[config.mk]
export PLATFORM = sky130hd
export DESIGN_NAME = rca_seq_ctrl
export DESIGN_NICKNAME = d
export VERILOG_FILES = /design/src/rtl/rca_seq_ctrl.sv
export SDC_FILE = /design/constraint.sdc
export NUM_CORES = 1
export LEC_CHECK = 0
export ABC_CLOCK_PERIOD_IN_PS = 1780
export CAP_MARGIN = 10
export CORE_MARGIN = 2
export CORE_UTILIZATION = 45
export CTS_BUF_LIST = sky130_fd_sc_hd__clkbuf_2
export CTS_CLUSTER_DIAMETER = 80
export DETAILED_ROUTE_END_ITERATION = 10
export HOLD_SLACK_MARGIN = 0.06
export MAX_ROUTING_LAYER = met4
export PLACE_DENSITY_LB_ADDON = 0.05
export SYNTH_ARGS = -nofsm -noshare
export SYNTH_HDL_FRONTEND = slang
export SYNTH_SLANG_ARGS = --single-unit
[constraint.sdc]
create_clock -name clk -period 1.78 [get_ports clk]
set_input_delay 0.356 -clock clk [delete_from_list [all_inputs] [get_ports clk]]
set_output_delay 0.356 -clock clk [all_outputs]
set_load 0.02 [all_outputs]
[src/rtl/rca_seq_ctrl.sv]
// Multi-precision add/subtract sequencer that time-shares one external 4-bit
// ripple-carry adder slice, one nibble per cycle, LSB nibble first.
module rca_seq_ctrl #(
    parameter int WIDTH = 16
) (
    input  logic             clk,
    input  logic             rst,
    input  logic             start,
    input  logic [WIDTH-1:0] a,
    input  logic [WIDTH-1:0] b,
    input  logic             sub,
    output logic             busy,
    output logic             done,
    output logic [WIDTH-1:0] result,
    output logic             carry_out,
    output logic             overflow,
    output logic [3:0]       add_a,
    output logic [3:0]       add_b,
    output logic             add_cin,
    input  logic [3:0]       add_sum,
    input  logic             add_cout
);

    localparam int NIB = WIDTH / 4;
    localparam int IW  = (NIB > 1) ? $clog2(NIB) : 1;
    localparam int BW  = IW + 2;
    localparam logic [IW-1:0] LAST = IW'(NIB - 1);

    typedef enum logic [1:0] {
        S_IDLE = 2'd0,
        S_RUN  = 2'd1,
        S_DONE = 2'd2
    } state_t;

    state_t           state;
    logic [IW-1:0]    idx;
    logic             carry_q;
    logic [WIDTH-1:0] a_reg;
    logic [WIDTH-1:0] b_reg;
    logic [BW-1:0]    base;

    // Bit offset of the nibble being processed this cycle.
    assign base = {idx, 2'b00};

    // Adder slice is combinational: its inputs come straight from the held
    // operands and its outputs are consumed at the same clock edge.
    always_comb begin
        add_a   = 4'd0;
        add_b   = 4'd0;
        add_cin = 1'b0;
        if (state == S_RUN) begin
            add_a   = a_reg[base +: 4];
            add_b   = b_reg[base +: 4];
            add_cin = carry_q;
        end
    end

    always_ff @(posedge clk) begin
        if (rst) begin
            state     <= S_IDLE;
            idx       <= '0;
            carry_q   <= 1'b0;
            a_reg     <= '0;
            b_reg     <= '0;
            busy      <= 1'b0;
            done      <= 1'b0;
            result    <= '0;
            carry_out <= 1'b0;
            overflow  <= 1'b0;
        end else begin
            case (state)
                S_IDLE, S_DONE: begin
                    done <= 1'b0;
                    if (start) begin
                        // Subtraction is A + ~B + 1: invert B once here and
                        // seed the carry chain with the +1.
                        a_reg     <= a;
                        b_reg     <= sub ? ~b : b;
                        carry_q   <= sub;
                        idx       <= '0;
                        carry_out <= 1'b0;
                        overflow  <= 1'b0;
                        busy      <= 1'b1;
                        state     <= S_RUN;
                    end else begin
                        busy  <= 1'b0;
                        state <= S_IDLE;
                    end
                end
                S_RUN: begin
                    result[base +: 4] <= add_sum;
                    carry_q           <= add_cout;
                    if (idx == LAST) begin
                        idx       <= '0;
                        busy      <= 1'b0;
                        done      <= 1'b1;
                        carry_out <= add_cout;
                        // add_sum[3] is the result MSB landing at this edge.
                        overflow  <= (a_reg[WIDTH-1] == b_reg[WIDTH-1]) &&
                                     (add_sum[3] != a_reg[WIDTH-1]);
                        state     <= S_DONE;
                    end else begin
                        idx <= idx + 1'b1;
                    end
                end
                default: begin
                    busy  <= 1'b0;
                    done  <= 1'b0;
                    state <= S_IDLE;
                end
            endcase
        end
    end

endmodule

After elaboration in Yosys (flattened, before gate mapping)
Index checks and enable logic that the tools add are counted.
{"block": "word_totals", "reg_bits": 57, "input_bits": 41, "output_inout_bits": 29, "wordCells": 54}
{"block": "classes", "n_addsub": 2, "n_eq_ne": 7, "n_shift": 4, "mux": 21, "bitwise": 2, "n_reduce_logical": 8}
{"cell": "16-bit by 5-bit indexed part select with 4-bit output", "n": 2}
{"cell": "16-bit bitwise mux", "n": 1}
{"cell": "16-bit two-way mux", "n": 1}
{"cell": "16-bit NOT", "n": 1}
{"cell": "4-bit by 6-bit variable shift with 16-bit output (first input constant)", "n": 1}
{"cell": "4-bit by 6-bit indexed part select with 16-bit output", "n": 1}
{"cell": "1-bit two-way mux", "n": 8}
{"cell": "4-bit two-way mux", "n": 2}
{"cell": "1-bit one-hot mux with 2 select lines", "n": 4}
{"cell": "2-bit one-hot mux with 2 select lines", "n": 2}
{"cell": "2-bit two-way mux", "n": 3}
{"cell": "4-bit negator with 6-bit output", "n": 1}
{"cell": "2-bit == test (second input constant)", "n": 2}
{"cell": "2-bit AND reduction", "n": 2}
{"cell": "2-bit OR reduction", "n": 2}
{"cell": "3-bit AND reduction", "n": 1}
{"cell": "2-bit by 1-bit adder with 2-bit output (second input constant)", "n": 1}
{"cell": "2-bit by 1-bit == test with 1-bit output (second input constant)", "n": 1}
{"cell": "2-bit logical NOT", "n": 1}
{"cell": "2-bit by 1-bit != test with 1-bit output (second input constant)", "n": 1}
{"cell": "2-bit != test (second input constant)", "n": 1}
{"cell": "2-bit nonzero test", "n": 1}
{"cell": "1-bit == test", "n": 1}
{"cell": "1-bit logical AND", "n": 1}
{"cell": "2 further kinds", "n": 2}

Logic depth before layout (Yosys ltp)
{"block": "depth", "word_depth": 4, "mapped_depth": 7, "ltp_nobuf": 5}

Worst setup path after synthesis
No wires, ideal clock.
{"block": "synth_timing", "kind": "reg2reg", "startpoint": "register idx[1]", "endpoint": "register result[0]", "setup_ns": 0.128, "t_arrival_ns": 1.598, "required_ns": 1.652, "slack_ns": 0.054, "stages_incl_launch_ff": 7, "n_path_buf": 1, "period_less_slack_ns": 1.726, "cell_sequence": "dfxtp_1 > clkbuf_1 > inv_1 > ha_1 > and4bb_2 > a32oi_1 > nor2_1"}
{"block": "synth_via", "elab_chain_cells": 3, "word_cells_on_any_way": 4, "cone_classes": "add/sub (1); shift (2); mux (1)"}
{"item": "start: declaration", "line": "36", "source": "logic [IW-1:0] idx;"}
{"item": "start signal: assignment", "line": "103", "source": "idx <= idx + 1'b1;"}
{"item": "4-bit negator with 6-bit output (*)", "line": "91", "source": "result[base +: 4] <= add_sum;"}
{"item": "4-bit by 6-bit indexed part select with 16-bit output or 4-bit by 6-bit variable shift with 16-bit output (tied branches)", "line": "91"}
{"item": "16-bit bitwise mux (*)", "line": "91"}
{"item": "end signal: indexed assignment", "line": "91"}
{"item": "end: declaration", "line": "14", "source": "output logic [WIDTH-1:0] result,"}
Every way passes the cells marked *; elsewhere a longest branch is shown, timed or not.
A chain may end at the register's enable or synchronous reset.

Final worst setup path
{"block": "layout_timing", "startpoint": "register idx[0]", "endpoint": "output port add_b[1]"}
{"block": "layout_via", "elab_chain_cells": 2}
{"item": "16-bit by 5-bit indexed part select with 4-bit output", "line": "53", "source": "add_b = b_reg[base +: 4];"}
{"item": "4-bit two-way mux", "line": "51", "source": "if (state == S_RUN) begin"}
{"item": "end: declaration", "line": "18", "source": "output logic [3:0] add_b,"}
Every way passes these cells.

==> impl_metrics.py <==
metrics = {
    "floorplanning": {
        "die_height_um": 80.63,
        "fp-row-count": 27,
        "initial_core_util": 0.4741,
        "core_area_mm2": 0.005574,
        "io_pins": 70,
        "die-area_mm2": 0.006501,
        "fp.dieW_um": 80.63,
    },
    "setup_path": {
        "crit_fanout": 3,
        "worstPathRequired_ns": 1.42,
        "critPathArrivalTime_ns": 1.75,
        "cp_slowest_cell": "mux4_2",
        "crit_path_start": "idx[0]",
        "endpoint_kind": "output port",
        "startpoint_type": "register",
        "crit_path_cell_trace": "buf_6 -> mux4_2 -> and2_4 -> buf_6",
        "rr_startpoint": "idx[0]",
        "worst_path_most_repeated_cell": "buf_6",
        "max_stage_delay_ns": 0.49,
        "worstSetupPathType": "register to output port",
    },
    "logic_synthesis": {
        "syn_area_per_cell_um2": 9.471,
        "synth_cell_types": 40,
        "netlist_instances": 279,
        "seq_area_frac_synth": 0.4318,
        "synth_warnings": 0,
        "ys_ff_latch": 57,
        "synth_nets": 326,
        "netlist_area_mm2": 0.002643,
    },
    "finish": {
        "fill_cells": 514,
        "final_cell_mix": "55 x dfxtp_1, 42 x nand2_1, 39 x clkdlybuf4s50_1, 24 x a21oi_1, 24 x nor2_1",
        "final_util": 0.6489,
        "multi_input_area_mm2": 0.001350,
        "regArea_mm2": 0.001146,
        "n_antenna_cell": 0,
        "layout_commonest_cell": "dfxtp_1",
        "area_growth_pct": 36.88,
        "fin_nets": 404,
        "drive_gt1_frac": 0.1934,
    },
    "global_routing": {
        "grt_pass1_vias": 2107,
        "antenna_found_initial": 0,
        "grt_use_total": 0.1963,
        "overflow": 0,
        "grt_pass1_wl_um": 9466,
        "grt_start_max_net_pins": 38,
    },
    "cts": {
        "clk_latency_ns": 0.47,
        "cts_tree": "yes",
        "htreeDepth": 3,
        "cts_root_buffer": "clkbuf_2",
        "post_cts.repair.setup_buffers": 0,
        "clk_pin_slew_worst_paths_ns": 0.16,
        "clock-sinks": 57,
        "clk_path_buf_depth": 2,
        "cts.hold.buffers_added": 0,
        "cts_buffers": 9,
    },
    "flow_run": {
        "max_cap_violations": 0,
    },
    "timing": {
        "final.period_utilization": 1.181,
        "finalSetupViolCount": 10,
        "clock-skew-final_ns": 0.02001,
        "maxSlewHeadroom": 0.7189,
        "final_hold_viol_count": 0,
        "period_minus_slack_ns": 2.102,
        "fin_tns_setup_ns": -2.545,
        "timing.final.ws_setup_ns": -0.3218,
        "slew_viol_final": 0,
        "max_freq_ghz": 0.4758,
        "grt_setup_unrepaired": "true",
        "worstMarginPinSlew_ns": 0.4217,
    },
    "routing": {
        "remaining_drc_errors": 0,
        "num_vias": 2248,
        "avgRoutedWirePerCell_um": 13.56,
        "ant_nets": 0,
        "drtIter0Drc": 86,
        "viasPerCell": 5.180,
        "dr.pass1.iters": 4,
        "drt-total-wl_um": 5886,
    },
    "power": {
        "ir_drop_v": 0.0004063,
        "finalPower_mw": 2.709,
        "p_per_area_mw_per_mm2": 748.9,
        "leakage_nw": 1.433,
    },
    "placement": {
        "io_buffer_count": 69,
        "dp_hpwl_um": 4119,
        "detailedPlace.worstSlack_ns": -0.3088,
        "place_congestion": 0.7269,
    },
    "outcome": {
        "outcome": "finished, violations left",
        "violations": "negative setup slack",
    },
    "min_path": {
        "holdCritStartpoint": "rst",
        "hp-class": "input port to register",
    },
}
## cells in the mapped netlist, drive strengths merged
| library cell | count | area, µm² |
|---|---|---|
| a211oi | 16 | 130.1 |
| a21oi | 24 | 120.1 |
| a22oi | 1 | 7.510 |
| a31oi | 2 | 12.51 |
| a32o | 1 | 10.01 |
| a32oi | 4 | 35.03 |
| and2 | 9 | 56.30 |
| and2b | 1 | 7.510 |
| and3 | 1 | 6.260 |
| and3b | 2 | 17.52 |
| and4bb | 1 | 12.51 |
| buf | 15 | 112.6 |
| clkbuf | 7 | 26.28 |
| dfxtp | 57 | 1141 |
| ha | 6 | 75.07 |
| inv | 11 | 41.29 |
| mux2i | 1 | 10.01 |
| mux4 | 8 | 198.9 |
| nand2 | 42 | 157.7 |
| nand2b | 3 | 18.77 |
| nand3 | 3 | 15.01 |
| nand3b | 3 | 22.52 |
| nand4 | 5 | 31.28 |
| nand4b | 1 | 8.760 |
| nor2 | 24 | 90.09 |
| nor2b | 1 | 6.260 |
| nor3 | 1 | 5.000 |
| nor4b | 2 | 32.53 |
| nor4bb | 1 | 10.01 |
| o21a | 1 | 7.510 |
| o22ai | 1 | 6.260 |
| o32ai | 8 | 70.07 |
| xnor2 | 16 | 140.1 |
## kinds of logic (layout without fill, tap and decap cells)
group	after synthesis	in the layout	share of synthesized area
simple gates	100	100	0.1884
mux	9	9	0.07907
buf+inv	33	116	0.06818
flops	57	57	0.4318
compound gates	58	58	0.1510
xor+xnor	16	16	0.05303
fa+ha+maj	6	6	0.02841
## per-layer routing
metal	up-vias	track usage	routed length, µm
li1	1132	-	-
met1	1046	0.2249	2672
met2	60	0.3308	2825
met3	10	0.04157	283
met4	0	0.08644	106
met5	-	-	0
## report_power, final
| part | internal, mW | switching, mW | total (mW) |
|---|---|---|---|
| Clock | 0.307 | 0.475 | 0.783 |
| Sequential | 1.35 | 0.0368 | 1.38 |
| Combinational | 0.294 | 0.250 | 0.544 |
| Total | 1.95 | 0.762 | 2.71 |
## stage by stage
stage	hold WS (ns)	std cells	area, µm²
final	0.2828	434	3617
after global routing	0.2850	434	3617
after CTS	0.2620	434	3593
after detailed placement	0.4448	419	3507
after global placement	0.4386	419	3507
after floorplan	0.4315	279	2643
## layout make-up
| class | instances | area share |
|---|---|---|
| flip-flops and latches | 57 | 0.3168 |
| well taps | 72 | 0.02490 |
| repair buffers | 89 | 0.2442 |
| clock buffers | 9 | 0.01245 |
| inverters | 11 | 0.01141 |
| clock inverters | 7 | 0.01695 |
| multi-input cells | 189 | 0.3732 |
## worst max-delay path: cells and delay by family, from the launching register on
family	cells	cell delay, ns
flip-flops	1	0.40
multiplexers	1	0.49
buffers and inverters	2	0.24
AND/OR/NAND/NOR	1	0.16
## path summary, 6_finish.rpt
check,to,slack (ns),depth (start not counted)
worst max-delay path,add_b[1],-0.32,4
worst min-delay path,result[15],0.28,4
worst max register to register,result[12],0,7
worst min register to register,result[8],0.46,2
## what timing repair did
item,CTS,global route
resized for setup,93,5
gates cloned,0,0
setup endpoints to repair,38,25
pin swaps,8,3
(Power assumes the default switching activity.)
